### src/rtl/onehot_reg_bank_pkg.sv
// Shared constants and helpers for the one-hot register bank and
// related blocks that consume address-decoder outputs.
package onehot_reg_bank_pkg;

    localparam int DEF_LEN     = 2;
    localparam int DEF_WIDTH   = 8;
    localparam int DEF_RST_VAL = 0;

    // Bank depth for a given address width.
    function automatic int nreg(input int len);
        return 1 << len;
    endfunction

    // Largest value of the (len+1)-bit accepted-write counter.
    function automatic int wrcount_max(input int len);
        return (1 << (len + 1)) - 1;
    endfunction

endpackage

### src/rtl/onehot_reg_bank_onehot_checker.sv
// Combinational check that a select vector has exactly one bit set.
module onehot_checker #(
    parameter int N = 4
) (
    input  logic [N-1:0] Vec,
    output logic         Valid
);

    // Non-zero and clearing the lowest set bit leaves nothing behind.
    assign Valid = (Vec != '0) && ((Vec & (Vec - 1'b1)) == '0);

endmodule

### src/rtl/onehot_reg_bank.sv
// Register bank written through a one-hot decoder select, with two
// registered read ports, write-to-read bypass and a sticky select error.
module onehot_reg_bank
    import onehot_reg_bank_pkg::*;
#(
    parameter int               LEN     = DEF_LEN,
    parameter int               WIDTH   = DEF_WIDTH,
    parameter logic [WIDTH-1:0] RST_VAL = WIDTH'(DEF_RST_VAL)
) (
    input  logic                Clk,
    input  logic                Rst,
    input  logic                WrEn,
    input  logic [2**LEN-1:0]   WrSel,
    input  logic [WIDTH-1:0]    WrData,
    input  logic                RdEnA,
    input  logic [LEN-1:0]      RdAddrA,
    input  logic                RdEnB,
    input  logic [LEN-1:0]      RdAddrB,
    output logic [WIDTH-1:0]    RdDataA,
    output logic                RdValidA,
    output logic [WIDTH-1:0]    RdDataB,
    output logic                RdValidB,
    output logic                SelErr,
    input  logic                ErrClr,
    output logic [LEN:0]        WrCount
);

    localparam int              NREG    = nreg(LEN);
    localparam int              CNT_W   = LEN + 1;
    localparam logic [LEN:0]    CNT_MAX = CNT_W'(wrcount_max(LEN));

    logic [WIDTH-1:0] regs [NREG];
    logic             sel_onehot;
    logic             wr_ok;
    logic             wr_bad;
    logic [WIDTH-1:0] rd_next_a;
    logic [WIDTH-1:0] rd_next_b;

    onehot_checker #(.N(NREG)) u_sel_check (
        .Vec   (WrSel),
        .Valid (sel_onehot)
    );

    assign wr_ok  = WrEn && sel_onehot;
    assign wr_bad = WrEn && !sel_onehot;

    // Read handshake: RdEnX is a request with no back-pressure; RdValidX is
    // high for exactly the cycle after the request, while RdDataX carries it.
    always_comb begin
        rd_next_a = regs[RdAddrA];
        rd_next_b = regs[RdAddrB];
        if (wr_ok && WrSel[RdAddrA]) rd_next_a = WrData;
        if (wr_ok && WrSel[RdAddrB]) rd_next_b = WrData;
    end

    always_ff @(posedge Clk) begin
        if (Rst) begin
            for (int i = 0; i < NREG; i++) regs[i] <= RST_VAL;
        end else begin
            for (int i = 0; i < NREG; i++) begin
                if (wr_ok && WrSel[i]) regs[i] <= WrData;
            end
        end
    end

    always_ff @(posedge Clk) begin
        if (Rst) begin
            RdDataA  <= '0;
            RdValidA <= 1'b0;
            RdDataB  <= '0;
            RdValidB <= 1'b0;
        end else begin
            RdValidA <= RdEnA;
            RdValidB <= RdEnB;
            if (RdEnA) RdDataA <= rd_next_a;
            if (RdEnB) RdDataB <= rd_next_b;
        end
    end

    // A fault in the same cycle as a clear must stay visible.
    always_ff @(posedge Clk) begin
        if (Rst) begin
            SelErr  <= 1'b0;
            WrCount <= '0;
        end else begin
            if (wr_bad)      SelErr <= 1'b1;
            else if (ErrClr) SelErr <= 1'b0;
            if (wr_ok && WrCount != CNT_MAX) WrCount <= WrCount + 1'b1;
        end
    end

endmodule

### config.mk
export PLATFORM = sky130hd
export DESIGN_NAME = onehot_reg_bank
export DESIGN_NICKNAME = d
export VERILOG_FILES = /design/src/rtl/onehot_reg_bank_pkg.sv /design/src/rtl/onehot_reg_bank_onehot_checker.sv /design/src/rtl/onehot_reg_bank.sv
export SDC_FILE = /design/constraint.sdc
export NUM_CORES = 1
export LEC_CHECK = 0
export CAP_MARGIN = 10
export CORE_MARGIN = 2
export CORE_UTILIZATION = 55
export CTS_BUF_LIST = sky130_fd_sc_hd__clkbuf_8
export CTS_CLUSTER_SIZE = 16
export DETAILED_ROUTE_END_ITERATION = 10
export PLACE_DENSITY = 0.93
export SLEW_MARGIN = 20
export SYNTH_ARGS = -nofsm -noshare
export SYNTH_HDL_FRONTEND = slang
export SYNTH_SLANG_ARGS = --single-unit
### constraint.sdc
create_clock -name Clk -period 2.45 [get_ports Clk]
set_input_delay 0.3675 -clock Clk [delete_from_list [all_inputs] [get_ports Clk]]
set_output_delay 0.3675 -clock Clk [all_outputs]
set_load 0.03 [all_outputs]
Word-level counts from Yosys, hierarchy flattened:

Memory sizes are Yosys's and may differ from the RTL's.
Index checks and enable logic that the tools add are counted.
W data, S select, Z words.

* bits in registers: 22
* latch bits: 0
* memory bits (writable): 32
* bits in read-only memories: 0
* bits of input ports: 22
* output and inout bits: 22
* logic and storage cells: 57
* memories kept: 1

* add/sub/neg operators: 2
* multipliers: 0
* div/mod/pow operators: 0
* magnitude comparators: 2
* equal/unequal tests: 1
* shift-type cells: 0
* muxes and demuxes: 26
* bitwise operators: 5
* reduce and logical (&&, ||, !) cells: 14

Memories
* regs: depth 4, width 8, read ports 2, clocked after Yosys merged registers in 0, write ports 4, line onehot_reg_bank.sv:32 `logic [WIDTH-1:0] regs [NREG];`

Operators with widths (count)
* $mux W8: 6
* $mux W1: 18
* $logic_and A1 B1 Y1: 10
* $lt A2 B3 Y1 const B: 2
* $and A4 B4 Y4: 1
* $bmux W1 S2: 2
* $logic_not A4 Y1: 1
* $or A1 B1 Y1: 4
* $reduce_bool A4 Y1: 1
* $sub A4 B1 Y4 const B: 1
* $add A3 B1 Y3 const B: 1
* $ne A3 B3 Y1 const B: 1
* $reduce_bool A2 Y1: 1
* $logic_not A1 Y1: 1

Longest topological paths before layout:

* depth in word-level cells: 10
* depth in mapped cells: 6
* mapped depth without buffers: 4

Cells and area by module:

From an unflattened synthesis, not the netlist that was laid out.

* cell total of the unflattened synthesis: 220
* area total of the unflattened synthesis: 3071.7 um2

Modules (own cells, without submodules)
* onehot_reg_bank: instances 1, cells each 216, area an instance 3034.2 um2, seq. area each 1401.3 um2
* onehot_checker: instances 1, cells each 4, area an instance 37.5 um2, seq. area each 0.0 um2

Worst setup path before layout:

No wires, ideal clock.

* kind: input -> register
* from: input port WrSel[2]
* to: memory regs[1][0] (netlist name) (enable)
* arrival: 1839 ps
* setup slack: 286 ps
* cell stages on the path: 6
* buffers on the path: 2
* cells stage by stage: buf_2 > or4b_4 > o311a_1 > buf_2 > nor2_1 > a21o_1

RTL lines
* start: declaration: line onehot_reg_bank.sv:13 `input logic [2**LEN-1:0] WrSel,`
* end: declaration: line onehot_reg_bank.sv:32

==> results by group <==
Run status
  • Status: complete, no violations

Setup path
  • Critical Path Fanout Max: 8
  • FF-to-FF Start: WrCount[0]$_SDFFE_PP0P_
  • Crit path capture type: register
  • Critical Path RT: around 2400 ps
  • R2R Setup Slk: 1010 ps
  • Worst Setup SP: WrSel[1]
  • Critical Path AT: 2160 ps
  • Critical path class: input pin to register
  • Startpoint Class: input pin

Power
  • NetSw: 567 uW
  • Logic pwr share: 0.201
  • Reg power frac: 0.506
  • Int Pwr: 1.53 mW
  • Switching part of the total: 0.270
  • Leakage Power: 1.25 nW
  • Clock Power Share: 0.292
  • PwrDens: between 500 and 600 nW/um^2
  • Tot Pwr: 2.10 mW
  • Worst VDD drop: between 0.2 and 0.3 mV

Placement
  • Gpl congestion: 0.814
  • Detailed Place HPWL: around 4.8 mm
  • Dpl ws: -48.0 ps
  • Port Buffers: 43
  • Placed cell count: 345
  • DP Area: 3420 sq um

Synth
  • Mapped cell area: 2860 sq um
  • Asr flop ratio synth: 0
  • Xor/xnor cell area share of the yosys netlist: 0.00306
  • Mux cell area share after synthesis: 0.159
  • Netlist cell types: 31
  • Simple-Gate Fraction of Synth Area: 0.173
  • List of most frequent post-synthesis cells: and2_1 (32), edfxtp_1 (32), dfxtp_1 (22)
  • Sequential element share of the synthesized area: 0.490
  • Post-synthesis average cell area: 12.3 sq um
  • Post-synth EDFFs: 32
  • Post-Synth Adder-Cell Area: 0.00875
  • YS warnings: 0
  • Main synth FF type: edfxtp_1
  • Mapped Cells: 233
  • Synth Register Bits: 54
  • Synth area leader: edfxtp_1
  • Synth top area cells: edfxtp_1 (34%), dfxtp_1 (15%), mux4_2 (13%), and2_1 (7.0%), a311oi_1 (4.9%)
  • Main combinational cell family by area after synthesis: simple AND/OR/NAND/NOR gates
  • Synth Area in Compound Gates: 0.125
  • Syn_nets: around 260
  • Share of the synthesized area in the top cell type: 0.336

Floorplan
  • Core Area: between 5000 and 6000 sq um
  • Row cnt: 26
  • IO Pins: 44
  • Die extent in x: approximately 76 um
  • Die area: 5790 sq um
  • Initial core utilization: 0.563
  • Die height: 76.1 um

CTS
  • TritonCTS Buffers: 5
  • H-tree levels: 2
  • CTS Sinks: between 50 and 60
  • Clock buffer depth: 2
  • Skew-Pair Late Insertion Delay: 310 ps
  • Reg clk slew, reported paths: 90 ps
  • Clk root buf: clkbuf_8
  • Hold buffer count at CTS: 0
  • Resize count post-CTS: 0
  • CTS tree: yes
  • Total setup buffers inserted after CTS: 0

Route
  • Residual DRC count: 0
  • DR vias: 2,194
  • 1st-pass router iterations: 5
  • ANT nets after route: 0
  • Avg WL per Cell: about 18 um
  • Routed wire length: 6.41 mm
  • Initial DRC count: between 200 and 250
  • Vias/cell: ~6.2

Final layout
  • Nets: 306
  • Final Util: 0.697
  • # fillers: 356
  • Antenna cells: 0
  • Synth-to-layout area growth: 23.7%
  • Fin area: 3540 sq um
  • Fin cells: 353
  • Share of layout cells above drive strength 1: 0.173

Timing
  • Final setup viols: 0
  • Fin Hold WS: 482 ps
  • Fin crit share: 0.888
  • Setup TNS Final: 0 ps
  • Min setup slack post-route: 273 ps
  • Slew @ Worst Pin: 635 ps
  • Max-slew headroom: 0.574
  • Max Clk Rate: 459 MHz
  • Min Tclk post-route: 2180 ps
  • RSZ-0062 raised after global routing: false
  • Setup Skew: 8.13 ps
  • Fin. max-slew vios: 0
  • Final Hold Violating Endpoints: 0

Flow run
  • Maxcap violations: 0

Global routing
  • GR Util All Layers: 0.231
  • GRT overflow: 0
  • Vias in the first global route: 2,018
  • Initial antenna violation count: 0
  • First-pass GRT wire length: 10.5 mm
  • Largest net degree at the start of global routing: 28

Hold path
  • Worst hold start: RdDataA[1]$_SDFFE_PP0P_
  • Class of the worst hold path: register to register
==> per-layer routing <==
layer,global-route usage,part of all wire
met5,0,0
met1,0.310,0.41
met3,0.0462,0.090
met2,0.376,0.48
met4,0.0818,0.018
==> registers in the layout, indices dropped and copies added (netlist names) <==
| register | count |
|---|---|
| WrCount | 3 |
| RdValidA | 1 |
| RdValidB | 1 |
| RdDataB | 8 |
| regs | 32 |
| SelErr | 1 |
| RdDataA | 8 |
==> final timing paths <==
path / end / cells past startpoint
max reg2reg: WrCount[0]$_SDFFE_PP0P_ / 4
max: regs[0][1]$_SDFFCE_PN0P_ / 5
min: RdDataA[1]$_SDFFE_PP0P_ / 2
min reg2reg: RdDataA[1]$_SDFFE_PP0P_ / 2
==> worst max-delay path, stage by stage <==
cell             delay [ps]
clkdlybuf4s50_1         460
or4b_4                  560
o311a_1                 150
nor2_1                  240
a21o_1                  390
==> layout by cell type, fill, tap and decap left out, drive strengths merged <==
cell	count
clkdlybuf4s50	43
and2	32
edfxtp	32
dfxtp	22
nor2	21
buf	21
o31ai	18
mux4	16
nand4	16
a311oi	16
mux2i	6
clkbuf	5
a21o	4
nor2b	4
nand2b	3
a21oi	3
mux2	3
or4b	2
nor3	2
nor4	2
nand4b	2
ha	2
inv	2
xnor2	1
o311a	1
nand2	1
o311ai	1
clkinv	1
bufinv	1
==> area by class of cell <==
| type | count | area [sq um] | area share |
|---|---|---|---|
| Timing Repair Buffer | 64 | 588 | 0.166 |
| Sequential cell | 54 | 1400 | 0.396 |
| Multi-Input combinational cell | 156 | 1340 | 0.379 |
| Clock buffer | 5 | 68.8 | 0.0195 |
| Clock inverter | 3 | 47.5 | 0.0134 |
| Inverter | 1 | 3.75 | 0.00106 |
| Tap cell | 70 | 87.6 | 0.0248 |
==> power by group through the flow <==
stage	Sequential (mW)	Clock (mW)	Combinational, mW
5_1_grt	1.07	0.656	0.450
3_3_place_gp	1.07	0	0.403
2_1_floorplan	1.12	0	0.213
3_5_place_dp	1.08	0	0.416
6_report	1.06	0.613	0.423
4_1_cts	1.06	0.618	0.420
==> cells by family (layout without fill, tap and decap cells) <==
kind of cell | count (synthesis) | count (layout)
AND/OR/NAND/NOR | 85 | 85
adder cells (fa/ha/maj) | 2 | 2
multiplexers | 25 | 25
AO/OA/AOI/OAI | 43 | 43
XOR/XNOR | 1 | 1
flip-flops | 54 | 54
buffers and inverters | 23 | 73
No activity file was read; power rests on OpenSTA's default activity.
